$ cat src/rtl/diff_mon_pkg.sv
// Shared types and constants for the lockstep commit-stream monitor.
package diff_mon_pkg;

    typedef enum logic [1:0] {
        StRun,
        StPass,
        StFail
    } mon_state_e;

    typedef logic [2:0] fail_code_t;

    localparam fail_code_t FailNone       = 3'd0;
    localparam fail_code_t FailMismatch   = 3'd1;
    localparam fail_code_t FailTimeout    = 3'd2;
    localparam fail_code_t FailTohostDiff = 3'd3;
    localparam fail_code_t FailTohostFail = 3'd4;

    localparam int unsigned DefNch   = 2;
    localparam int unsigned DefDw    = 64;
    localparam int unsigned DefDepth = 8;
    localparam int unsigned DefCw    = 64;

    localparam int unsigned TohostW  = 64;

endpackage

$ cat src/rtl/diff_mon_fifo.sv
// Per-channel commit buffer: synchronous FIFO, unregistered head output.
module diff_mon_fifo #(
    parameter int unsigned DW    = 64,
    parameter int unsigned DEPTH = 8
) (
    input  logic          clock,
    input  logic          reset,
    input  logic          push,
    input  logic [DW-1:0] wdata,
    input  logic          pop,
    output logic [DW-1:0] rdata,
    output logic          full,
    output logic          empty
);

    localparam int unsigned AW = $clog2(DEPTH);

    // Pointers carry one extra wrap bit to tell full from empty.
    logic [AW:0]   wptr_q, rptr_q;
    logic [DW-1:0] mem_q [DEPTH];
    logic          do_push, do_pop;

    assign full  = (wptr_q[AW] != rptr_q[AW]) && (wptr_q[AW-1:0] == rptr_q[AW-1:0]);
    assign empty = (wptr_q == rptr_q);
    assign rdata = mem_q[rptr_q[AW-1:0]];

    // A push into a full buffer is accepted only when the head leaves the same cycle.
    assign do_push = push && (!full || pop);
    assign do_pop  = pop && !empty;

    // Pointer update.
    always_ff @(posedge clock) begin
        if (reset) begin
            wptr_q <= '0;
            rptr_q <= '0;
        end else begin
            if (do_push) wptr_q <= wptr_q + 1'b1;
            if (do_pop)  rptr_q <= rptr_q + 1'b1;
        end
    end

    // Storage write; contents need no reset since occupancy is tracked by pointers.
    always_ff @(posedge clock) begin
        if (do_push) mem_q[wptr_q[AW-1:0]] <= wdata;
    end

endmodule

$ cat src/rtl/diff_sync_monitor.sv
// Lockstep commit-stream comparator with tohost verdict, timeout and dump window.
module diff_sync_monitor
    import diff_mon_pkg::*;
#(
    parameter int unsigned NCH   = DefNch,
    parameter int unsigned DW    = DefDw,
    parameter int unsigned DEPTH = DefDepth,
    parameter int unsigned CW    = DefCw
) (
    input  logic                   clock,
    input  logic                   reset,
    input  logic [NCH-1:0]         commit_valid,
    output logic [NCH-1:0]         commit_ready,
    input  logic [NCH*DW-1:0]      commit_data,
    input  logic [NCH-1:0]         tohost_valid,
    input  logic [NCH*TohostW-1:0] tohost_data,
    input  logic [CW-1:0]          max_cycles,
    input  logic [CW-1:0]          dump_start,
    output logic                   dump_en,
    output logic                   done,
    output logic                   pass,
    output logic [2:0]             fail_code,
    output logic [1:0]             mismatch_ch,
    output logic [CW-1:0]          cycle_cnt
);

    mon_state_e         state_q, state_d;
    fail_code_t         fail_code_q, fail_code_d;
    logic [1:0]         mismatch_ch_q, mismatch_ch_d;
    logic [CW-1:0]      cycle_cnt_q, cycle_cnt_d;
    logic [NCH-1:0]     seen_q;
    logic [TohostW-1:0] tohost_q [NCH];

    logic [NCH-1:0]     fifo_full, fifo_empty, push;
    logic [DW-1:0]      head [NCH];
    logic               running, pop_all, mis_any, th_diff, th_one, all_seen, timeout;
    logic [1:0]         mis_idx;

    // Reset gates the handshake directly so nothing is accepted while it is held.
    assign running = (state_q == StRun) && !reset;
    assign push    = commit_valid & commit_ready;
    assign pop_all = running && (fifo_empty == '0);

    for (genvar g = 0; g < NCH; g++) begin : gen_ch
        diff_mon_fifo #(
            .DW   (DW),
            .DEPTH(DEPTH)
        ) u_fifo (
            .clock(clock),
            .reset(reset),
            .push (push[g]),
            .wdata(commit_data[g*DW +: DW]),
            .pop  (pop_all),
            .rdata(head[g]),
            .full (fifo_full[g]),
            .empty(fifo_empty[g])
        );
    end

    // Compare heads against channel 0; descending scan leaves the lowest differing index.
    always_comb begin
        mis_any = 1'b0;
        mis_idx = 2'd0;
        for (int i = NCH - 1; i >= 1; i--) begin
            if (head[i] != head[0]) begin
                mis_any = 1'b1;
                mis_idx = 2'(i);
            end
        end
    end

    // Agreement and value of the latched tohost writes.
    always_comb begin
        th_diff = 1'b0;
        for (int i = 1; i < NCH; i++) begin
            if (tohost_q[i] != tohost_q[0]) th_diff = 1'b1;
        end
    end

    assign th_one   = (tohost_q[0] == TohostW'(1));
    assign all_seen = &seen_q;
    assign timeout  = (max_cycles != '0) && (cycle_cnt_q > max_cycles);

    // State register.
    always_ff @(posedge clock) begin
        if (reset) begin
            state_q       <= StRun;
            fail_code_q   <= FailNone;
            mismatch_ch_q <= 2'd0;
        end else begin
            state_q       <= state_d;
            fail_code_q   <= fail_code_d;
            mismatch_ch_q <= mismatch_ch_d;
        end
    end

    // Next-state: terminating conditions checked in priority order.
    always_comb begin
        state_d       = state_q;
        fail_code_d   = fail_code_q;
        mismatch_ch_d = mismatch_ch_q;
        if (state_q == StRun) begin
            if (pop_all && mis_any) begin
                state_d       = StFail;
                fail_code_d   = FailMismatch;
                mismatch_ch_d = mis_idx;
            end else if (all_seen && th_diff) begin
                state_d     = StFail;
                fail_code_d = FailTohostDiff;
            end else if (all_seen && !th_one) begin
                state_d     = StFail;
                fail_code_d = FailTohostFail;
            end else if (timeout) begin
                state_d     = StFail;
                fail_code_d = FailTimeout;
            end else if (all_seen && (fifo_empty == '1)) begin
                state_d = StPass;
            end
        end
    end

    // Outputs decoded from state; verdict fields read zero outside FAIL.
    always_comb begin
        done         = (state_q != StRun);
        pass         = (state_q == StPass);
        fail_code    = (state_q == StFail) ? fail_code_q : FailNone;
        mismatch_ch  = (state_q == StFail) ? mismatch_ch_q : 2'd0;
        dump_en      = running && (cycle_cnt_q >= dump_start);
        commit_ready = running ? ~fifo_full : '0;
        cycle_cnt    = cycle_cnt_q;
    end

    // Cycle counter: counts only cycles that remain in RUN, so it freezes on the terminating one.
    always_comb begin
        cycle_cnt_d = cycle_cnt_q;
        if ((state_q == StRun) && (state_d == StRun) && (cycle_cnt_q != '1)) begin
            cycle_cnt_d = cycle_cnt_q + 1'b1;
        end
    end

    // Counter register.
    always_ff @(posedge clock) begin
        if (reset) cycle_cnt_q <= '0;
        else       cycle_cnt_q <= cycle_cnt_d;
    end

    // First tohost write per channel is latched; later writes are ignored.
    always_ff @(posedge clock) begin
        if (reset) begin
            seen_q <= '0;
            for (int i = 0; i < NCH; i++) tohost_q[i] <= '0;
        end else if (state_q == StRun) begin
            for (int i = 0; i < NCH; i++) begin
                if (tohost_valid[i] && !seen_q[i]) begin
                    seen_q[i]   <= 1'b1;
                    tohost_q[i] <= tohost_data[i*TohostW +: TohostW];
                end
            end
        end
    end

endmodule

$ cat config.mk
export PLATFORM = sky130hd
export DESIGN_NAME = diff_sync_monitor
export DESIGN_NICKNAME = d
export VERILOG_FILES = /design/src/rtl/diff_mon_pkg.sv /design/src/rtl/diff_mon_fifo.sv /design/src/rtl/diff_sync_monitor.sv
export SDC_FILE = /design/constraint.sdc
export NUM_CORES = 1
export LEC_CHECK = 0
export BUFFER_PORTS_ARGS = -buffer_cell sky130_fd_sc_hd__buf_2
export CORE_UTILIZATION = 28
export CTS_BUF_LIST = sky130_fd_sc_hd__clkbuf_16
export CTS_CLUSTER_DIAMETER = 120
export DETAILED_ROUTE_END_ITERATION = 7
export PLACE_DENSITY = 0.41
export RECOVER_POWER = 100
export SYNTH_ARGS = -nofsm -noshare
export SYNTH_HDL_FRONTEND = slang
export SYNTH_SLANG_ARGS = --single-unit
$ cat constraint.sdc
create_clock -name clock -period 7.2 [get_ports clock]
set_input_delay 1.44 -clock clock [delete_from_list [all_inputs] [get_ports clock]]
set_output_delay 1.44 -clock clock [all_outputs]
set_load 0.03 [all_outputs]
==> flow_summary.html <==
<table>
<tr><th>Metric</th><th>Value</th></tr>
<tr><th colspan="2">Drt</th></tr>
<tr><td>Via-per-instance ratio</td><td>4.585</td></tr>
<tr><td>Drt wl/cell</td><td>23.87 um</td></tr>
<tr><td>Total Wirelength</td><td>147400 um</td></tr>
<tr><td>Post-route antenna net violation count</td><td>0</td></tr>
<tr><td>Count of unresolved DRC violations after routing</td><td>0</td></tr>
<tr><td>DRC violation total after the first TritonRoute iteration</td><td>1458</td></tr>
<tr><td>Vias after detailed routing</td><td>28311</td></tr>
<tr><td>First-pass iteration count of the detailed router</td><td>5</td></tr>
<tr><th colspan="2">CTS</th></tr>
<tr><td>Max clock buf depth</td><td>3</td></tr>
<tr><td>Insertion delay to the later sink of the worst-skew pair</td><td>0.77 ns</td></tr>
<tr><td>CTS Sinks</td><td>1246</td></tr>
<tr><td>Count of H-tree levels built during CTS</td><td>4</td></tr>
<tr><td>Clock tree from TritonCTS</td><td>done</td></tr>
<tr><td>Number of buffers created by CTS</td><td>145</td></tr>
<tr><td>Postcts setup bufs</td><td>0</td></tr>
<tr><td>Number of gates resized after CTS</td><td>0</td></tr>
<tr><td>Clk Tree Root Cell</td><td>clkbuf_16</td></tr>
<tr><td>Clock transition at the registers of the reported paths</td><td>0.05 ns</td></tr>
<tr><td>Cts-stage hold buffer count</td><td>0</td></tr>
<tr><th colspan="2">Die</th></tr>
<tr><td>Area of the core region</td><td>187600 um2</td></tr>
<tr><td># IOs</td><td>464</td></tr>
<tr><td>Horizontal die dimension</td><td>436.6 um</td></tr>
<tr><td>Die outline area</td><td>190600 um2</td></tr>
<tr><td>Standard-cell rows</td><td>159</td></tr>
<tr><td>Initial cell density of the core</td><td>0.2819</td></tr>
<tr><td>Height of the chip</td><td>436.6 um</td></tr>
<tr><th colspan="2">Logic synthesis</th></tr>
<tr><td>Cell type with the largest total area after synthesis</td><td>edfxtp_1</td></tr>
<tr><td>Portion of synthesized cell area occupied by the leading cell type</td><td>0.6541</td></tr>
<tr><td>Multiplexer fraction of the synthesized cell area</td><td>0.1401</td></tr>
<tr><td>Simple-gate share of the synthesized area</td><td>0.06523</td></tr>
<tr><td>Share of the synthesized netlist area taken by xor and xnor gates</td><td>0.02683</td></tr>
<tr><td>Dominant combinational cell family by area after synthesis</td><td>multiplexers</td></tr>
<tr><td>Synthesized-area fraction occupied by ao, oa, aoi and oai cells</td><td>0.02139</td></tr>
<tr><td>Mean instance size in the synthesized netlist</td><td>17.54 um2</td></tr>
<tr><td>Netlist Area Pre-Place</td><td>52890 um2</td></tr>
<tr><td>Cell count after synthesis</td><td>3015</td></tr>
<tr><td>Flip-flop and latch count after synthesis</td><td>1246</td></tr>
<tr><td>Most area-consuming cells after synthesis</td><td>edfxtp_1, mux4_2, dfxtp_1</td></tr>
<tr><td>Area share of fa/ha/maj cells after synthesis</td><td>0.03147</td></tr>
<tr><td>Sequential share of the synthesized area</td><td>0.6897</td></tr>
<tr><td>Count of flip-flops with a built-in enable after synthesis</td><td>1152</td></tr>
<tr><td>Predominant post-synthesis flop cell</td><td>edfxtp_1</td></tr>
<tr><td>Library cells used by synthesis</td><td>66</td></tr>
<tr><td>Number of warning messages in the yosys log</td><td>0</td></tr>
<tr><td>Mapped Nets</td><td>3538</td></tr>
<tr><td>Asr flop ratio synth</td><td>0</td></tr>
<tr><th colspan="2">Power</th></tr>
<tr><td>Static Leakage</td><td>21.63 nW</td></tr>
<tr><td>Power density over cell area</td><td>255.5 nW/um2</td></tr>
<tr><td>VDD IR-drop max</td><td>0.0001799 V</td></tr>
<tr><th colspan="2">Place</th></tr>
<tr><td>Number of buffers added on ports</td><td>462</td></tr>
<tr><td>Detailed placement HPWL</td><td>96460 um</td></tr>
<tr><td>Cells after DPL</td><td>5908</td></tr>
<tr><td>Final Wtd Congestion</td><td>0.7735</td></tr>
<tr><td>Pre-CTS setup slack</td><td>1.439 ns</td></tr>
<tr><td>Placement-stage cell area</td><td>58410 um2</td></tr>
<tr><th colspan="2">Worst setup path</th></tr>
<tr><td>Worst Path Max Fanout</td><td>34</td></tr>
<tr><td>Startpoint-to-endpoint class of the critical path</td><td>in2reg</td></tr>
<tr><td>Launching element type of the critical path</td><td>input port</td></tr>
<tr><td>Required @ worst endpoint</td><td>7.63 ns</td></tr>
<tr><td>Critical path's largest stage delay</td><td>2.45 ns</td></tr>
<tr><td>Type of element capturing the critical path</td><td>register</td></tr>
<tr><td>Sequence of cells on the critical path</td><td>clkbuf_1 -&gt; or3_1 -&gt; a21oi_1 -&gt; and2_0 -&gt; nand2b_1 -&gt; nor3_1 -&gt; buf_4</td></tr>
<tr><td>CP top delay family</td><td>simple AND/OR/NAND/NOR gates</td></tr>
<tr><td>Crit path DAT</td><td>6.62 ns</td></tr>
<tr><td>Critical Path Slowest Stage Cell</td><td>nor3_1</td></tr>
<tr><td>Count of buffer and inverter cells on the critical path</td><td>2</td></tr>
<tr><td>Slack of the worst reg-to-reg path</td><td>1.18 ns</td></tr>
<tr><th colspan="2">Outcome</th></tr>
<tr><td>Violated checks</td><td>max-capacitance violations, max-slew violations</td></tr>
<tr><td>Outcome</td><td>complete, but fails checks</td></tr>
<tr><th colspan="2">Timing</th></tr>
<tr><td>Hold violation count in the final report</td><td>0</td></tr>
<tr><td>Worst slew margin relative to its limit</td><td>-1.722</td></tr>
<tr><td>Total Neg Setup Slack</td><td>0 ns</td></tr>
<tr><td>Setup-failing EPs final</td><td>0</td></tr>
<tr><td>Timing-limited maximum frequency</td><td>0.1616 GHz</td></tr>
<tr><td>Setup repair after global routing missed its margin</td><td>no</td></tr>
<tr><td>Minimum period implied by the final worst setup slack</td><td>6.190 ns</td></tr>
<tr><td>Slew of the pin with the lowest slew margin</td><td>4.084 ns</td></tr>
<tr><td>Final hold slack</td><td>0.4642 ns</td></tr>
<tr><td>Smallest setup slack after layout</td><td>1.010 ns</td></tr>
<tr><td>Setup Skew</td><td>0.03572 ns</td></tr>
<tr><td>Final period utilization</td><td>0.8597</td></tr>
<tr><td>Number of pins with negative max-slew slack in the final report</td><td>769</td></tr>
<tr><th colspan="2">Layout</th></tr>
<tr><td>Final Instance Count excl. Fillers</td><td>6175</td></tr>
<tr><td>Final design instance area without fill</td><td>62380 um2</td></tr>
<tr><td>Fraction of layout instances using a drive strength above 1</td><td>0.2146</td></tr>
<tr><td>Final net count</td><td>4083</td></tr>
<tr><td>Area added between synthesis and finish</td><td>17.96%</td></tr>
<tr><td>FILL cells</td><td>18158</td></tr>
<tr><th colspan="2">Global route</th></tr>
<tr><td>GR Overflow Total</td><td>0</td></tr>
<tr><td>Total global routing track utilization</td><td>0.1529</td></tr>
<tr><td>Vias in the first global route</td><td>29701</td></tr>
<tr><td>Antenna violations before repair</td><td>50</td></tr>
<tr><td>Wire length of the first global-routing pass</td><td>211200 um</td></tr>
<tr><td>Pin count of the biggest net entering global routing</td><td>99</td></tr>
<tr><th colspan="2">Flow run</th></tr>
<tr><td>Max cap viols</td><td>20</td></tr>
<tr><th colspan="2">Min path</th></tr>
<tr><td>Tightest Hold Check Type</td><td>reg2reg</td></tr>
</table>
routing by layer:
layer	GRT usage	routed length, um	up-vias
li1	-	-	12976
met1	0.1829	60320	14382
met2	0.2756	76230	653
met3	0.03162	6957	274
met4	0.04216	3746	26
met5	0	161	-
report_power, final:
| part | internal [W] | leakage [nW] | switching [W] | total, W |
|---|---|---|---|---|
| clock network | 0.00389 | 2.36 | 0.00297 | 0.00686 |
| logic | 0.000318 | 7.90 | 0.000549 | 0.000867 |
| registers | 0.00811 | 11.4 | 0.0000956 | 0.00821 |
| total | 0.0123 | 21.6 | 0.00362 | 0.0159 |
final cells by class:
class / instances / area [um2] / share of cell area
diodes: 4 / 10.01 / 0.0001604
inverters: 153 / 576.8 / 0.009246
multi-input cells: 1499 / 15110 / 0.2422
well taps: 2495 / 3122 / 0.05004
repair buffers: 515 / 2590 / 0.04152
clock inverters: 115 / 777.0 / 0.01245
flip-flops and latches: 1246 / 36490 / 0.5850
clock buffers: 148 / 3704 / 0.05937
cells in the final DEF, fill, tap and decap left out, types with 19 or more instances in the layout:
cell type | netlist | final
nor3_1 | 21 | 19
mux4_2 | 252 | 252
a21o_1 | 34 | 34
buf_2 | 40 | 259
nor4_1 | 66 | 66
clkbuf_1 | 41 | 214
a21oi_1 | 62 | 62
buf_4 | 11 | 19
and2_1 | 138 | 44
nor2b_1 | 39 | 39
xnor2_1 | 58 | 58
o21ai_0 | 26 | 26
clkbuf_16 | 0 | 148
nand2b_1 | 20 | 20
edfxtp_1 | 1152 | 1152
mux2i_1 | 137 | 137
inv_1 | 152 | 201
nand2_1 | 43 | 43
dfxtp_1 | 94 | 89
and2_0 | 0 | 94
nand3_1 | 25 | 25
ha_1 | 133 | 133
xor2_1 | 104 | 104
nor2_1 | 121 | 120
clkinv_1 | 0 | 30
nand4_1 | 80 | 80
Yosys cell counts, drive strengths merged, types with 32 or more instances:
cell type  count
xor2         104
clkbuf        41
xnor2         58
dfxtp         94
inv          153
and2         138
ha           133
mux2          32
buf           76
nor4          71
mux2i        137
nor2         123
a21oi         62
a21o          34
nand2         44
nand4         80
nor2b         39
edfxtp      1152
mux4         252
state kept, by name (all words and copies together), names as in the netlist, named ones only:
signal / count
gen_ch.u_fifo.mem_q: 1024
tohost_q: 128
cycle_cnt: 64
gen_ch.u_fifo.rptr_q: 8
gen_ch.u_fifo.wptr_q: 8
fail_code_q: 3
seen_q: 2
state_q: 2
mismatch_ch_q: 1
path summary, 6_finish.rpt:
path,startpoint,to,cells past startpoint
worst max-delay path,reset,gen_ch[0].u_fifo.mem_q[0][38],7
worst min-delay path,mismatch_ch_q[0],mismatch_ch_q[0],2
worst max register to register,register,cycle_cnt[16],12
worst min register to register,mismatch_ch_q[0],mismatch_ch_q[0],2
through the flow:
stage,utilization,total power [W]
2_1_floorplan,-,0.008808
3_3_place_gp,0.3114,0.009284
3_5_place_dp,0.3114,0.009283
4_1_cts,0.3352,0.01624
5_1_grt,0.3325,0.01655
6_report,0.3325,0.01594
worst reg2reg max path: stages (launching register included):
cell and delay, ns:
dfxtp_4 0.86, clkbuf_1 0.97, mux4_2 0.62, mux2i_1 0.30
xor2_1 0.14, nor4_1 0.33, nand4_1 0.24, or4_4 0.70
o21a_4 0.36, nor4_4 0.30, clkbuf_1 0.48, and4_1 0.28
mux2_1 0.32
cells by family (layout without fill, tap and decap cells):
kind of cell / Yosys count / in the layout
other: 1 / 5
flip-flops: 1246 / 1246
AO/OA/AOI/OAI: 173 / 173
XOR/XNOR: 162 / 162
buffers and inverters: 270 / 931
multiplexers: 421 / 421
adder cells (fa/ha/maj): 133 / 133
AND/OR/NAND/NOR: 609 / 609
Note: power is estimated with default switching activity, not from simulation.
